==> src/rtl/sa_pkg.sv <==
// Shared types and constants for the round-robin system agent.
package sa_pkg;

  typedef enum logic [1:0] {
    IDLE  = 2'd0,
    ISSUE = 2'd1,
    WAIT  = 2'd2,
    RESP  = 2'd3
  } sa_state_e;

  localparam int MEM_LAT_MAX = 8;
  localparam int LAT_CNT_W   = $clog2(MEM_LAT_MAX);
  localparam int PERF_CNT_W  = 32;

  // A single channel still needs a 1-bit pointer register.
  function automatic int ptr_w(input int n);
    return (n > 1) ? $clog2(n) : 1;
  endfunction

endpackage

==> src/rtl/rr_arbiter.sv <==
// Combinational round-robin pick: first requester at or after rr_ptr, wrapping modulo N_CH.
module rr_arbiter
  import sa_pkg::*;
#(
  parameter int N_CH = 4,
  localparam int PW  = ptr_w(N_CH)
) (
  input  logic [N_CH-1:0] req,
  input  logic [PW-1:0]   rr_ptr,
  output logic [N_CH-1:0] gnt_oh,
  output logic [PW-1:0]   gnt_idx,
  output logic            any_req
);

  logic          found;
  logic [PW-1:0] cidx;

  always_comb begin
    gnt_oh  = '0;
    gnt_idx = '0;
    found   = 1'b0;
    cidx    = '0;
    for (int k = 0; k < N_CH; k++) begin
      cidx = PW'((int'(rr_ptr) + k) % N_CH);
      if (!found && req[cidx]) begin
        found        = 1'b1;
        gnt_oh[cidx] = 1'b1;
        gnt_idx      = cidx;
      end
    end
  end

  assign any_req = |req;

endmodule

==> src/rtl/sys_agent_rr.sv <==
// Round-robin agent: N_CH request channels onto one synchronous memory port, one transaction in flight.
// Optional per-channel grant counters are built when SA_PERF_CNT_EN is defined.
module sys_agent_rr
  import sa_pkg::*;
#(
  parameter int N_CH    = 4,
  parameter int AW      = 16,
  parameter int DW      = 32,
  parameter int IDW     = 4,
  parameter int MEM_LAT = 1
) (
  input  logic                       clk,
  input  logic                       rst_n,
  input  logic [N_CH-1:0]            ch_req,
  input  logic [N_CH-1:0]            ch_we,
  input  logic [N_CH*AW-1:0]         ch_addr,
  input  logic [N_CH*DW-1:0]         ch_wdata,
  input  logic [N_CH*IDW-1:0]        ch_tid,
  output logic [N_CH-1:0]            ch_gnt,
  output logic [N_CH-1:0]            ch_rsp_valid,
  output logic [DW-1:0]              ch_rsp_data,
  output logic [IDW-1:0]             ch_rsp_tid,
  output logic                       mem_cs,
  output logic                       mem_we,
  output logic [AW-1:0]              mem_addr,
  output logic [DW-1:0]              mem_wdata,
  input  logic [DW-1:0]              mem_rdata,
  output logic [N_CH*PERF_CNT_W-1:0] perf_gnt_cnt
);

  localparam int PW = ptr_w(N_CH);

  sa_state_e            state_q, state_d;
  logic [PW-1:0]        rr_ptr_q, rr_ptr_d;
  logic [PW-1:0]        win_q, win_d;
  logic                 we_lat_q, we_lat_d;
  logic [IDW-1:0]       tid_lat_q, tid_lat_d;
  logic [LAT_CNT_W-1:0] lat_cnt_q, lat_cnt_d;

  logic [N_CH-1:0]      gnt_q, gnt_d;
  logic [N_CH-1:0]      rsp_valid_q, rsp_valid_d;
  logic [DW-1:0]        rsp_data_q, rsp_data_d;
  logic [IDW-1:0]       rsp_tid_q, rsp_tid_d;
  logic                 mem_cs_q, mem_cs_d;
  logic                 mem_we_q, mem_we_d;
  logic [AW-1:0]        mem_addr_q, mem_addr_d;
  logic [DW-1:0]        mem_wdata_q, mem_wdata_d;

  logic [N_CH-1:0]      arb_oh;
  logic [PW-1:0]        arb_idx;
  logic                 arb_any;

  rr_arbiter #(.N_CH(N_CH)) u_arb (
    .req     (ch_req),
    .rr_ptr  (rr_ptr_q),
    .gnt_oh  (arb_oh),
    .gnt_idx (arb_idx),
    .any_req (arb_any)
  );

  // Outputs are registered, so each strobe is computed in the cycle before the state that shows it.
  // WAIT spans MEM_LAT cycles; its last cycle is the one where mem_rdata is valid.
  always_comb begin
    state_d     = state_q;
    rr_ptr_d    = rr_ptr_q;
    win_d       = win_q;
    we_lat_d    = we_lat_q;
    tid_lat_d   = tid_lat_q;
    lat_cnt_d   = lat_cnt_q;
    gnt_d       = '0;
    rsp_valid_d = '0;
    rsp_data_d  = '0;
    rsp_tid_d   = '0;
    mem_cs_d    = 1'b0;
    mem_we_d    = 1'b0;
    mem_addr_d  = mem_addr_q;
    mem_wdata_d = mem_wdata_q;
    case (state_q)
      IDLE: begin
        if (arb_any) begin
          state_d     = ISSUE;
          win_d       = arb_idx;
          we_lat_d    = ch_we[arb_idx];
          tid_lat_d   = ch_tid[arb_idx*IDW +: IDW];
          gnt_d       = arb_oh;
          mem_cs_d    = 1'b1;
          mem_we_d    = ch_we[arb_idx];
          mem_addr_d  = ch_addr[arb_idx*AW +: AW];
          mem_wdata_d = ch_wdata[arb_idx*DW +: DW];
          rr_ptr_d    = (int'(arb_idx) == N_CH - 1) ? '0 : arb_idx + PW'(1);
        end
      end
      ISSUE: begin
        state_d   = WAIT;
        lat_cnt_d = LAT_CNT_W'(MEM_LAT - 1);
      end
      WAIT: begin
        if (lat_cnt_q == '0) begin
          state_d     = RESP;
          rsp_valid_d = N_CH'(1) << win_q;
          rsp_tid_d   = tid_lat_q;
          rsp_data_d  = we_lat_q ? '0 : mem_rdata;
        end else begin
          lat_cnt_d = lat_cnt_q - LAT_CNT_W'(1);
        end
      end
      RESP: begin
        state_d = IDLE;
      end
      default: begin
        state_d = IDLE;
      end
    endcase
  end

  always_ff @(posedge clk) begin
    if (!rst_n) begin
      state_q     <= IDLE;
      rr_ptr_q    <= '0;
      win_q       <= '0;
      we_lat_q    <= 1'b0;
      tid_lat_q   <= '0;
      lat_cnt_q   <= '0;
      gnt_q       <= '0;
      rsp_valid_q <= '0;
      rsp_data_q  <= '0;
      rsp_tid_q   <= '0;
      mem_cs_q    <= 1'b0;
      mem_we_q    <= 1'b0;
      mem_addr_q  <= '0;
      mem_wdata_q <= '0;
    end else begin
      state_q     <= state_d;
      rr_ptr_q    <= rr_ptr_d;
      win_q       <= win_d;
      we_lat_q    <= we_lat_d;
      tid_lat_q   <= tid_lat_d;
      lat_cnt_q   <= lat_cnt_d;
      gnt_q       <= gnt_d;
      rsp_valid_q <= rsp_valid_d;
      rsp_data_q  <= rsp_data_d;
      rsp_tid_q   <= rsp_tid_d;
      mem_cs_q    <= mem_cs_d;
      mem_we_q    <= mem_we_d;
      mem_addr_q  <= mem_addr_d;
      mem_wdata_q <= mem_wdata_d;
    end
  end

  assign ch_gnt       = gnt_q;
  assign ch_rsp_valid = rsp_valid_q;
  assign ch_rsp_data  = rsp_data_q;
  assign ch_rsp_tid   = rsp_tid_q;
  assign mem_cs       = mem_cs_q;
  assign mem_we       = mem_we_q;
  assign mem_addr     = mem_addr_q;
  assign mem_wdata    = mem_wdata_q;

`ifdef SA_PERF_CNT_EN
  for (genvar gi = 0; gi < N_CH; gi++) begin : g_perf
    logic [PERF_CNT_W-1:0] cnt_q, cnt_d;

    always_comb begin
      cnt_d = cnt_q;
      if (gnt_q[gi] && (cnt_q != '1)) begin
        cnt_d = cnt_q + PERF_CNT_W'(1);
      end
    end

    always_ff @(posedge clk) begin
      if (!rst_n) begin
        cnt_q <= '0;
      end else begin
        cnt_q <= cnt_d;
      end
    end

    assign perf_gnt_cnt[gi*PERF_CNT_W +: PERF_CNT_W] = cnt_q;
  end
`else
  assign perf_gnt_cnt = '0;
`endif

endmodule

==> config.mk <==
export PLATFORM = sky130hd
export DESIGN_NAME = sys_agent_rr
export DESIGN_NICKNAME = d
export VERILOG_FILES = /design/src/rtl/sa_pkg.sv /design/src/rtl/rr_arbiter.sv /design/src/rtl/sys_agent_rr.sv
export SDC_FILE = /design/constraint.sdc
export NUM_CORES = 1
export LEC_CHECK = 0
export CORE_AREA = 2 2 182 184
export CTS_CLUSTER_DIAMETER = 200
export DETAILED_ROUTE_END_ITERATION = 10
export DIE_AREA = 0 0 184 186
export DONT_BUFFER_PORTS = 1
export SLEW_MARGIN = 20
export SYNTH_ARGS = -nofsm -noshare
export SYNTH_HDL_FRONTEND = slang
export SYNTH_SLANG_ARGS = --single-unit
==> constraint.sdc <==
create_clock -name clk -period 2.8 [get_ports clk]
set_input_delay 0.14 -clock clk [delete_from_list [all_inputs] [get_ports clk]]
set_output_delay 0.14 -clock clk [all_outputs]
set_load 0.05 [all_outputs]
==> impl_metrics.json <==
{
  "finalInstanceArea_um2": 9140,
  "wl_per_cell_um": 20.9,
  "core-area_um2": 32200,
  "synth.top_cells.by_count": "132 x buf_4, 112 x nand2_1, 109 x nand3_1",
  "post_detailed_placement_cell_area_um2": 7080,
  "die_height_um": 186,
  "grt_overflow_total": 0,
  "crit_buf_inv": 3,
  "grt_usage": 0.155,
  "cp_top_family": "multiplexers",
  "area_fraction_of_the_dominant_cell_type_after_synthesis": 0.310,
  "period_share": 0.984,
  "detailedRoute.firstPassIterationCount": 8,
  "clkSlewWorstSetupHoldPaths_ns": 0.08,
  "drive_above_1_share": 0.0953,
  "vias": 6965,
  "grt_first_pass_wirelength_um": 39500,
  "crit_path_end_kind": "register",
  "placed_instances": 1201,
  "cp_data_arrival_time_ns": 3.00,
  "wp_data_required_ns": 3.04,
  "number_of_flops_mapped_to_enable_cells_by_yosys": 0,
  "dieArea_um2": 34200,
  "cellLeakagePower_nw": 3.91,
  "power.density_nw_per_um2": 1120,
  "worst_setup_path_start_kind": "register",
  "setup_violators_final": 0,
  "synth-main-ff-cell": "dfxtp_1",
  "filler_cells_inserted": 3278,
  "syn_area_per_cell_um2": 8.37,
  "synthToLayoutAreaGrowth_pct": 31.0,
  "seq_area_frac_synth": 0.310,
  "unrepaired_setup_endpoints_after_global_routing": "yes",
  "synthArstFlopShare": 0,
  "h_tree_depth": 3,
  "tritoncts": "yes",
  "start_util": 0.217,
  "port-buffer-count": 0,
  "die_w_um": 184,
  "top_cell_type_by_total_area_after_synthesis": "dfxtp_1",
  "max-slew-margin-rel": 0.374,
  "drt_iter0_markers": 722,
  "yosys_warns": 0,
  "final_nets": 1233,
  "vias_in_the_first_global_route": 6763,
  "ant_nets": 0,
  "number_of_buffers_inserted_during_clock_tree_synthesis": 9,
  "irDropWorstVdd_mv": 0.765,
  "clock_sink_count": 108,
  "antenna_cells": 0,
  "grt_antenna_before_repair": 0,
  "cts.path.max_buffers": 2,
  "post-route-util": 0.284,
  "hold_class": "in -> reg",
  "drc": 0,
  "clk_root_buffer_cell": "clkbuf_16",
  "report.final.slew_viol_count": 0,
  "dpl.hpwl_um": 18400,
  "top_level_ports": 472,
  "worst_slew_pin_slew_ns": 0.938,
  "post_synth_instance_area_um2": 6980,
  "stdcell_count": 1384,
  "vias_per_cell": 5.03,
  "status": "complete, no violations",
  "hold_violations": 0,
  "post_synth_inst_count": 834,
  "grt_start_max_net_pins": 61,
  "crit_path_max_fanout": 33,
  "post-synth-top-count-cell": "buf_4",
  "timing.critical_path.slowest_cell_delay_ns": 0.61,
  "gp_routability_congestion": 0.790,
  "finClkSkew_ns": 0.0116,
  "fmax_mhz": 363,
  "cap_violations": 0,
  "crit_chain": "buf_8 -> mux4_2 -> or2_4 -> a211oi_4 -> a21oi_4 -> buf_12 -> mux2i_4 -> buf_4 -> o221ai_1",
  "finalWorstPathRequiredPeriod_ns": 2.75,
  "worstSetupPathType": "reg -> reg",
  "critPathSlowestCell": "mux4_2",
  "totalWireLength_um": 29000,
  "worst_skew_pair.late_latency_ns": 0.38,
  "number_of_register_bits_inferred_by_synthesis": 108,
  "num_rows": 66,
  "ys_top_cells_by_area": "dfxtp_1 31%, buf_4 14%, mux2i_1 8.3%, nand3_1 7.8%, a222oi_1 7.5%",
  "yosysUniqueCellTypes": 44
}
stage by stage:
stage	hold slack (ns)	total power [mW]	setup slack, ns	setup TNS, ns
after floorplan	0.262	6.93	0.00570	0
after global placement	0.264	8.25	-0.126	-0.229
after detailed placement	0.272	8.34	-0.259	-0.889
after CTS	0.000116	10.0	-0.00594	-0.00594
after global routing	0.00780	10.8	-0.0288	-0.0858
final	0.0197	10.3	0.0461	0
where the power goes:
| part | leakage, nW | switching (mW) | internal [mW] | total [mW] |
|---|---|---|---|---|
| combinational | 2.89 | 3.56 | 2.37 | 5.93 |
| clock | 0.140 | 0.678 | 0.620 | 1.30 |
| sequential | 0.884 | 1.14 | 1.88 | 3.02 |
routing by layer:
layer,GRT usage,up-vias,share of wire
met5,0,-,0
met4,0.0682,0,0.030
met3,0.0571,72,0.11
met2,0.273,555,0.49
met1,0.167,3254,0.36
li1,-,3084,-
registers in the layout (all words and copies together), names as in the netlist:
signal	cells
ch_gnt	4
ch_rsp_data	32
ch_rsp_tid	4
ch_rsp_valid	4
lat_cnt_q	3
mem_addr	16
mem_cs	1
mem_wdata	32
mem_we	1
rr_ptr_q	2
state_q	2
tid_lat_q	4
we_lat_q	1
win_q	2
final cells by class:
type / count / area (um^2) / share of cell area
Inverter: 12 / 45.0 / 0.00493
Timing Repair Buffer: 199 / 2050 / 0.225
Multi-Input combinational cell: 642 / 4090 / 0.447
Sequential cell: 108 / 2170 / 0.237
Tap cell: 408 / 510 / 0.0559
Clock inverter: 6 / 55.1 / 0.00602
Clock buffer: 9 / 225 / 0.0246
cells by family (layout without fill, tap and decap cells):
logic type                 count (synthesis)  in the layout  share of synthesized area
DFF                                      108            108                      0.310
muxes                                     63             63                     0.0961
AOI/OAI and AO/OA                        136            136                      0.177
adders and majority gates                 11             11                     0.0197
buffers and inverters                    213            226                      0.195
and+or+nand+nor                          302            304                      0.202
other                                      1            128                   0.000537
layout by cell type (no fill, tap or decap), types with 2 or more instances in the layout:
| cell type | n |
|---|---|
| mux2_2 | 2 |
| ha_1 | 10 |
| nor2_1 | 24 |
| clkbuf_16 | 9 |
| mux2i_4 | 3 |
| inv_8 | 2 |
| dlygate4sd3_1 | 156 |
| a221oi_1 | 4 |
| inv_1 | 10 |
| or2_2 | 2 |
| mux2i_1 | 54 |
| a222oi_1 | 52 |
| a22oi_1 | 5 |
| mux4_2 | 3 |
| buf_12 | 11 |
| nor3_1 | 3 |
| a21oi_1 | 6 |
| nor2_4 | 2 |
| o221ai_1 | 53 |
| and2_1 | 36 |
| nand2_1 | 112 |
| a211oi_4 | 2 |
| nand3_1 | 108 |
| buf_4 | 29 |
| dfxtp_1 | 107 |
| nand2b_1 | 3 |
| nand3b_1 | 2 |
| clkinv_4 | 2 |
| nand2b_2 | 2 |
| o21a_1 | 2 |
| conb_1 | 128 |
final timing paths:
kind / from / to / slack, ns / depth (start not counted)
max: rr_ptr_q[0] / tid_lat_q[2] / 0.05 / 9
min: ch_wdata[21] / mem_wdata[21] / 0.02 / 2
max reg2reg: rr_ptr_q[0] / tid_lat_q[2] / 0.05 / 9
min reg2reg: win_q[0] / ch_rsp_valid[2] / 0.48 / 1
what timing repair did:
| action | in CTS | in global routing |
|---|---|---|
| endpoints found under the hold margin | 87 | 0 |
| hold buffers | 157 | 0 |
| pin swaps | 5 | 6 |
| buffers inserted | 4 | 5 |
| endpoints found under the setup margin | 23 | 38 |
| cloned | 1 | 1 |
| resized for setup | 8 | 12 |
Power figures use the tool's default switching activity.
